$ cat src/rtl/xcorr_pkg.sv
// xcorr_pkg
//   Shared definitions for the 1-bit cross-correlation lag scanner:
//   the scan FSM state encoding and width helpers for the score (SW)
//   and lag (LW) buses.
package xcorr_pkg;

  typedef enum logic [1:0] {
    IDLE  = 2'd0,
    SCAN  = 2'd1,
    DRAIN = 2'd2
  } state_t;

  // Score width: must represent 0..ndata inclusive.
  function automatic int sw_of(input int ndata);
    return $clog2(ndata) + 1;
  endfunction

  // Lag width: indexes 0..nlag-1.
  function automatic int lw_of(input int nlag);
    return $clog2(nlag);
  endfunction

endpackage

$ cat src/rtl/bintree.sv
// bintree
//   Combinational population count built as a balanced binary adder tree.
//   Each level halves the vector and widens the partial sum by one bit,
//   so the root is exactly $clog2(N)+1 bits wide.
// Ports:
//   bits  in  N   vector to count
//   sum   out OW  number of ones in bits
module bintree #(
  parameter int N = 128,
  localparam int OW = $clog2(N) + 1
) (
  input  logic [N-1:0]  bits,
  output logic [OW-1:0] sum
);

  generate
    if (N == 1) begin : g_leaf
      assign sum = bits;
    end else begin : g_node
      logic [OW-2:0] lo_sum;
      logic [OW-2:0] hi_sum;

      bintree #(.N(N/2)) u_lo (
        .bits (bits[N/2-1:0]),
        .sum  (lo_sum)
      );

      bintree #(.N(N/2)) u_hi (
        .bits (bits[N-1:N/2]),
        .sum  (hi_sum)
      );

      assign sum = {1'b0, lo_sum} + {1'b0, hi_sum};
    end
  endgenerate

endmodule

$ cat src/rtl/xcorr_sched.sv
// xcorr_sched
//   Lag-search sequencer for 1-bit cross-correlation. On an accepted start
//   it captures a reference window (din_a) and a lagged stream (din_b), then
//   steps the lag one position per clock. Each lag's agreement count
//   (popcount of the XNOR) is registered once and compared against the
//   running best; the strict compare makes the earliest lag win ties.
//   Latency from start acceptance to done is NLAG+1 cycles.
//
// Optional feature (macro XCORR_THRESH_EN):
//   adds min_score input and peak_ok output; peak_ok = (final best_score
//   >= min_score), registered with done and cleared on the next accept.
//
// Ports:
//   clk         in   1              clock, rising edge
//   rst_n       in   1              asynchronous active-low reset
//   start       in   1              scan request, sampled only in IDLE
//   din_a       in   NDATA          reference window
//   din_b       in   NDATA+NLAG-1   lagged stream
//   busy        out  1              high while scanning / draining
//   done        out  1              one-cycle pulse, results final
//   best_lag    out  LW             lag with maximum score
//   best_score  out  SW             maximum agreement count
//   min_score   in   SW             (XCORR_THRESH_EN) peak threshold
//   peak_ok     out  1              (XCORR_THRESH_EN) best >= threshold
module xcorr_sched
  import xcorr_pkg::*;
#(
  parameter int NDATA = 128,
  parameter int NLAG  = 32,
  localparam int SW = sw_of(NDATA),
  localparam int LW = lw_of(NLAG)
) (
  input  logic                  clk,
  input  logic                  rst_n,
  input  logic                  start,
  input  logic [NDATA-1:0]      din_a,
  input  logic [NDATA+NLAG-2:0] din_b,
  output logic                  busy,
  output logic                  done,
  output logic [LW-1:0]         best_lag,
  output logic [SW-1:0]         best_score
`ifdef XCORR_THRESH_EN
  ,
  input  logic [SW-1:0]         min_score,
  output logic                  peak_ok
`endif
);

  localparam logic [LW-1:0] LAST_LAG = LW'(NLAG - 1);

  state_t                  state;
  logic [LW-1:0]           lag;
  logic [NDATA-1:0]        a_q;
  logic [NDATA+NLAG-2:0]   b_q;
  logic [SW-1:0]           score_q;
  logic [LW-1:0]           lag_q;
  logic                    valid_q;

  logic [NDATA-1:0]        agree;
  logic [SW-1:0]           score;
  logic                    upd;
  logic [SW-1:0]           final_score;

  // Window mux: select the NDATA-bit slice of the lagged stream for this lag.
  assign agree = ~(a_q ^ b_q[lag +: NDATA]);

  bintree #(.N(NDATA)) u_popcount (
    .bits (agree),
    .sum  (score)
  );

  // Strict greater-than keeps the earliest lag on ties.
  always_comb begin
    upd         = valid_q && (score_q > best_score);
    final_score = upd ? score_q : best_score;
  end

  always_ff @(posedge clk or negedge rst_n) begin
    if (!rst_n) begin
      state      <= IDLE;
      lag        <= '0;
      a_q        <= '0;
      b_q        <= '0;
      score_q    <= '0;
      lag_q      <= '0;
      valid_q    <= 1'b0;
      busy       <= 1'b0;
      done       <= 1'b0;
      best_lag   <= '0;
      best_score <= '0;
`ifdef XCORR_THRESH_EN
      peak_ok    <= 1'b0;
`endif
    end else begin
      done <= 1'b0;

      // Compare stage runs every cycle; valid_q gates it to real scores.
      if (upd) begin
        best_score <= score_q;
        best_lag   <= lag_q;
      end

      case (state)
        IDLE: begin
          valid_q <= 1'b0;
          if (start) begin
            a_q        <= din_a;
            b_q        <= din_b;
            best_score <= '0;
            best_lag   <= '0;
            lag        <= '0;
            busy       <= 1'b1;
            state      <= SCAN;
`ifdef XCORR_THRESH_EN
            peak_ok    <= 1'b0;
`endif
          end
        end

        SCAN: begin
          score_q <= score;
          lag_q   <= lag;
          valid_q <= 1'b1;
          // Lag saturates at the last position; DRAIN flushes its score.
          if (lag == LAST_LAG) begin
            state <= DRAIN;
          end else begin
            lag <= lag + 1'b1;
          end
        end

        DRAIN: begin
          valid_q <= 1'b0;
          busy    <= 1'b0;
          done    <= 1'b1;
          state   <= IDLE;
`ifdef XCORR_THRESH_EN
          // Use the post-compare best so the last lag is included.
          peak_ok <= (final_score >= min_score);
`endif
        end

        default: begin
          state <= IDLE;
        end
      endcase
    end
  end

endmodule

$ cat config.mk
export PLATFORM = sky130hd
export DESIGN_NAME = xcorr_sched
export DESIGN_NICKNAME = d
export VERILOG_FILES = /design/src/rtl/xcorr_pkg.sv /design/src/rtl/bintree.sv /design/src/rtl/xcorr_sched.sv
export SDC_FILE = /design/constraint.sdc
export NUM_CORES = 1
export LEC_CHECK = 0
export CAP_MARGIN = 20
export CORE_MARGIN = 2
export CORE_UTILIZATION = 32
export DETAILED_ROUTE_END_ITERATION = 16
export SYNTH_ARGS = -nofsm -noshare
export SYNTH_HDL_FRONTEND = slang
export SYNTH_SLANG_ARGS = --single-unit
$ cat constraint.sdc
create_clock -name clk -period 9.1 [get_ports clk]
set_input_delay 2.73 -clock clk [delete_from_list [all_inputs] [get_ports clk]]
set_output_delay 2.73 -clock clk [all_outputs]
set_load 0.1 [all_outputs]
==> implementation parameters <==
Parameter                              Value

Setup path
  Crit path capture type    flop
  Type of the worst setup path    flop to flop
  Most numerous cell on the critical path    sky130_fd_sc_hd__fa_1
  Required time worst endpoint    9.57 ns
  CP max stage cell    sky130_fd_sc_hd__dfrtp_4
  Delay of the slowest critical-path stage    0.57 ns
  Worst endpoint data arrival time    9.46 ns
  CP startpoint kind    flop
  Maximum fanout along the worst path    7

Floorplanning
  Std-Cell Core Area    0.0786 mm^2
  Chip Width    285 um
  Std cell rows    103
  Vertical die dimension    285 um
  Ports placed on the boundary    305
  Starting density of the core    32.2%
  Die area    0.0814 mm^2

Timing
  Fmax    0.111 GHz
  Transition time of the tightest slew-check pin    1.06 ns
  Rel. slew slack    29.0%
  Unrepaired setup endpoints after global routing    true
  Final worst clock skew    0.0208 ns
  Setup slack of the critical path after layout    0.115 ns
  Final setup viols    0
  Period utilization    98.7%
  Minimum period implied by the final worst setup slack    8.99 ns
  Slew Viols, Final    0
  Count of endpoints failing hold in the final timing report    0

Place
  Quantity of I/O buffers inserted on ports    304
  Post-placement cell count    3856
  Worst slack, placed    -0.228 ns
  Hpwl dp    83300 um
  Global placement routability congestion    0.994
  Placed inst area    0.0318 mm^2

Global route
  Remaining global-route overflow    0
  Via count of the first global-routing pass    22897
  Number of antenna violations at the first check in global routing    0
  Maximum number of pins on one net before global-route repair    167
  Overall routing resource usage    25.1%
  Wire length of the first global-routing pass    152000 um

Clock tree
  Clock transition at the registers of the reported paths    0.07 ns
  CTS root buffer    sky130_fd_sc_hd__clkbuf_16
  Insertion delay of the later-clocked pin in the worst-skew pair    0.57 ns
  H-tree depth    2
  Max Root-Sink Buffers    3
  CTS tree    built
  TritonCTS sink count    323
  TritonCTS Buffers    38

Detailed routing
  Routed length on met1    40200 um
  Detailed-route vias per instance    5.56
  Via Count    21905
  Routed Antenna Nets    0
  Wirelength, routed    104000 um
  DRC errors left    0
  Number of optimization iterations in the first detailed-route pass    6
  First-iteration detailed-routing DRC count    1539
  Wirelength per Cell    26.4 um
  Uppermost routed layer    met4
  Detailed route wirelength on metal3    5430 um
  Met2 Routed Length    53300 um

Synth
  Average size of a mapped cell    10.9 um^2
  Largest area contributor in the synthesized netlist    sky130_fd_sc_hd__dfrtp_1
  Number of register bits inferred by synthesis    323
  Top FF cell, synth    sky130_fd_sc_hd__dfrtp_1
  Number of enable flip-flop cells after synthesis    0
  Fraction of registers with async set/reset    100%
  Yosys top cell area share    31.9%
  Number of standard cells after synthesis    2332
  Area contributors post-synth    sky130_fd_sc_hd__dfrtp_1 32%, sky130_fd_sc_hd__mux2_2 17%, sky130_fd_sc_hd__fa_1 9.1%
  Number of distinct library cells after synthesis    69
  Synthesized net count    2772
  Fraction of the yosys area taken by sequential cells    31.9%
  Synth warn    0
  Syn Std Cell Area    0.0253 mm^2

Final layout
  Ratio of cells with drive above 1 in the final layout    34.1%
  Number of nets at the end of the flow    3303
  Area of all placed cells without fillers    0.0338 mm^2
  Synthesis-to-layout area growth    33.6%
  Final non-filler cell total    3943
  Number of antenna diodes    0
  Filler cell count in the final layout    7528

Hold path
  Path type of the worst min-delay path    flop to flop

Job
  Total of max-cap violations    0

Run status
  Status    complete, no violations
## cell usage after synthesis, types with 17 or more instances
library cell                instances
sky130_fd_sc_hd__mux2_2           371
sky130_fd_sc_hd__dfrtp_1          323
sky130_fd_sc_hd__o22ai_1          172
sky130_fd_sc_hd__inv_1            139
sky130_fd_sc_hd__mux2i_1          134
sky130_fd_sc_hd__nor2_1           127
sky130_fd_sc_hd__fa_1             115
sky130_fd_sc_hd__nand2_1          105
sky130_fd_sc_hd__clkbuf_1         102
sky130_fd_sc_hd__xnor2_1           68
sky130_fd_sc_hd__xor2_1            62
sky130_fd_sc_hd__a22oi_1           61
sky130_fd_sc_hd__a221oi_2          48
sky130_fd_sc_hd__buf_2             45
sky130_fd_sc_hd__a221oi_1          39
sky130_fd_sc_hd__ha_1              35
sky130_fd_sc_hd__a211oi_1          31
sky130_fd_sc_hd__o221ai_1          29
sky130_fd_sc_hd__o2bb2ai_1         29
sky130_fd_sc_hd__o21ai_0           26
sky130_fd_sc_hd__a22o_1            23
sky130_fd_sc_hd__o211ai_1          23
sky130_fd_sc_hd__a21oi_1           21
sky130_fd_sc_hd__a211oi_2          17
## per-layer routing
metal / vias to the layer above / global-route usage (%)
met3: 211 / 3.46
met5: - / 0
met2: 867 / 45.1
li1: 9787 / -
met1: 11040 / 29.6
met4: 0 / 11.3
## stage by stage
stage          hold WS [ns]  utilization (%)  setup TNS (ns)
2_1_floorplan         0.446                -               0
3_3_place_gp          0.479             40.4          -0.334
3_5_place_dp          0.473             40.4          -0.548
4_1_cts               0.486             42.4               0
5_1_grt               0.503             43.0          -0.351
6_report              0.480             43.0               0
## cells in the final DEF, fill, tap and decap left out, types with 34 or more instances in the layout
master and instances:
sky130_fd_sc_hd__dfrtp_1 318, sky130_fd_sc_hd__clkbuf_16 39, sky130_fd_sc_hd__o22ai_1 167, sky130_fd_sc_hd__xor2_1 61
sky130_fd_sc_hd__buf_4 329, sky130_fd_sc_hd__nor2_1 119, sky130_fd_sc_hd__inv_1 139, sky130_fd_sc_hd__mux2i_1 123
sky130_fd_sc_hd__a22oi_1 61, sky130_fd_sc_hd__clkdlybuf4s50_1 303, sky130_fd_sc_hd__a221oi_2 53, sky130_fd_sc_hd__ha_1 34
sky130_fd_sc_hd__fa_1 107, sky130_fd_sc_hd__nand2_1 103, sky130_fd_sc_hd__xnor2_1 65, sky130_fd_sc_hd__mux2_2 368
## cells by family after synthesis
logic type | synth area share (%)
buffers and inverters | 5.76
adder cells (fa/ha/maj) | 10.8
flip-flops | 31.9
XOR/XNOR | 4.50
AO/OA/AOI/OAI | 19.1
AND/OR/NAND/NOR | 4.97
multiplexers | 22.9
## path summary, 6_finish.rpt
check / startpoint / endpoint / slack, ns / cells after the start
max: lag[0] / score_q[6] / 0.11 / 30
min: lag_q[2] / lag_q[2] / 0.48 / 2
max reg2reg: lag[0] / score_q[6] / 0.11 / 30
min reg2reg: lag_q[2] / lag_q[2] / 0.48 / 2
max in group asynchronous: rst_n / b_q[97] / 5.62 / 2
min in group asynchronous: rst_n / best_score[3] / 2.13 / 1
## what timing repair did
action / 4_1_cts / 5_1_grt
gates resized for setup: 29 / 79
cloned: 0 / 2
setup endpoints to repair: 4 / 5
hold buffers: 0 / 0
buffers inserted: 4 / 10
pin swaps: 5 / 15
## final cells by class
cell class / count / area (um^2) / area share, %
Clock buffer: 52 / 1080 / 3.20
Clock inverter: 18 / 282 / 0.832
Inverter: 139 / 522 / 1.54
Multi-Input combinational cell: 1687 / 16200 / 48.0
Sequential cell: 323 / 8090 / 23.9
Tap cell: 1050 / 1310 / 3.88
Timing Repair Buffer: 674 / 6270 / 18.6
## worst max-delay path, delay by kind of cell (launching register included)
| family | cells | cell delay (ns) |
|---|---|---|
| xor+xnor | 1 | 0.19 |
| compound gates | 9 | 1.59 |
| buf+inv | 6 | 0.62 |
| fa+ha+maj | 12 | 5.38 |
| flops | 1 | 0.57 |
| simple gates | 2 | 0.52 |
## flip-flops by register name, indices dropped and copies added, names as in the netlist
register / count
lag_q: 5
done: 1
state: 2
best_score: 8
valid_q: 1
score_q: 8
a_q: 128
b_q: 159
lag: 5
busy: 1
best_lag: 5
Power is not shown: default switching activity piles up to over one toggle a cycle in this logic, so the estimate is an artifact.
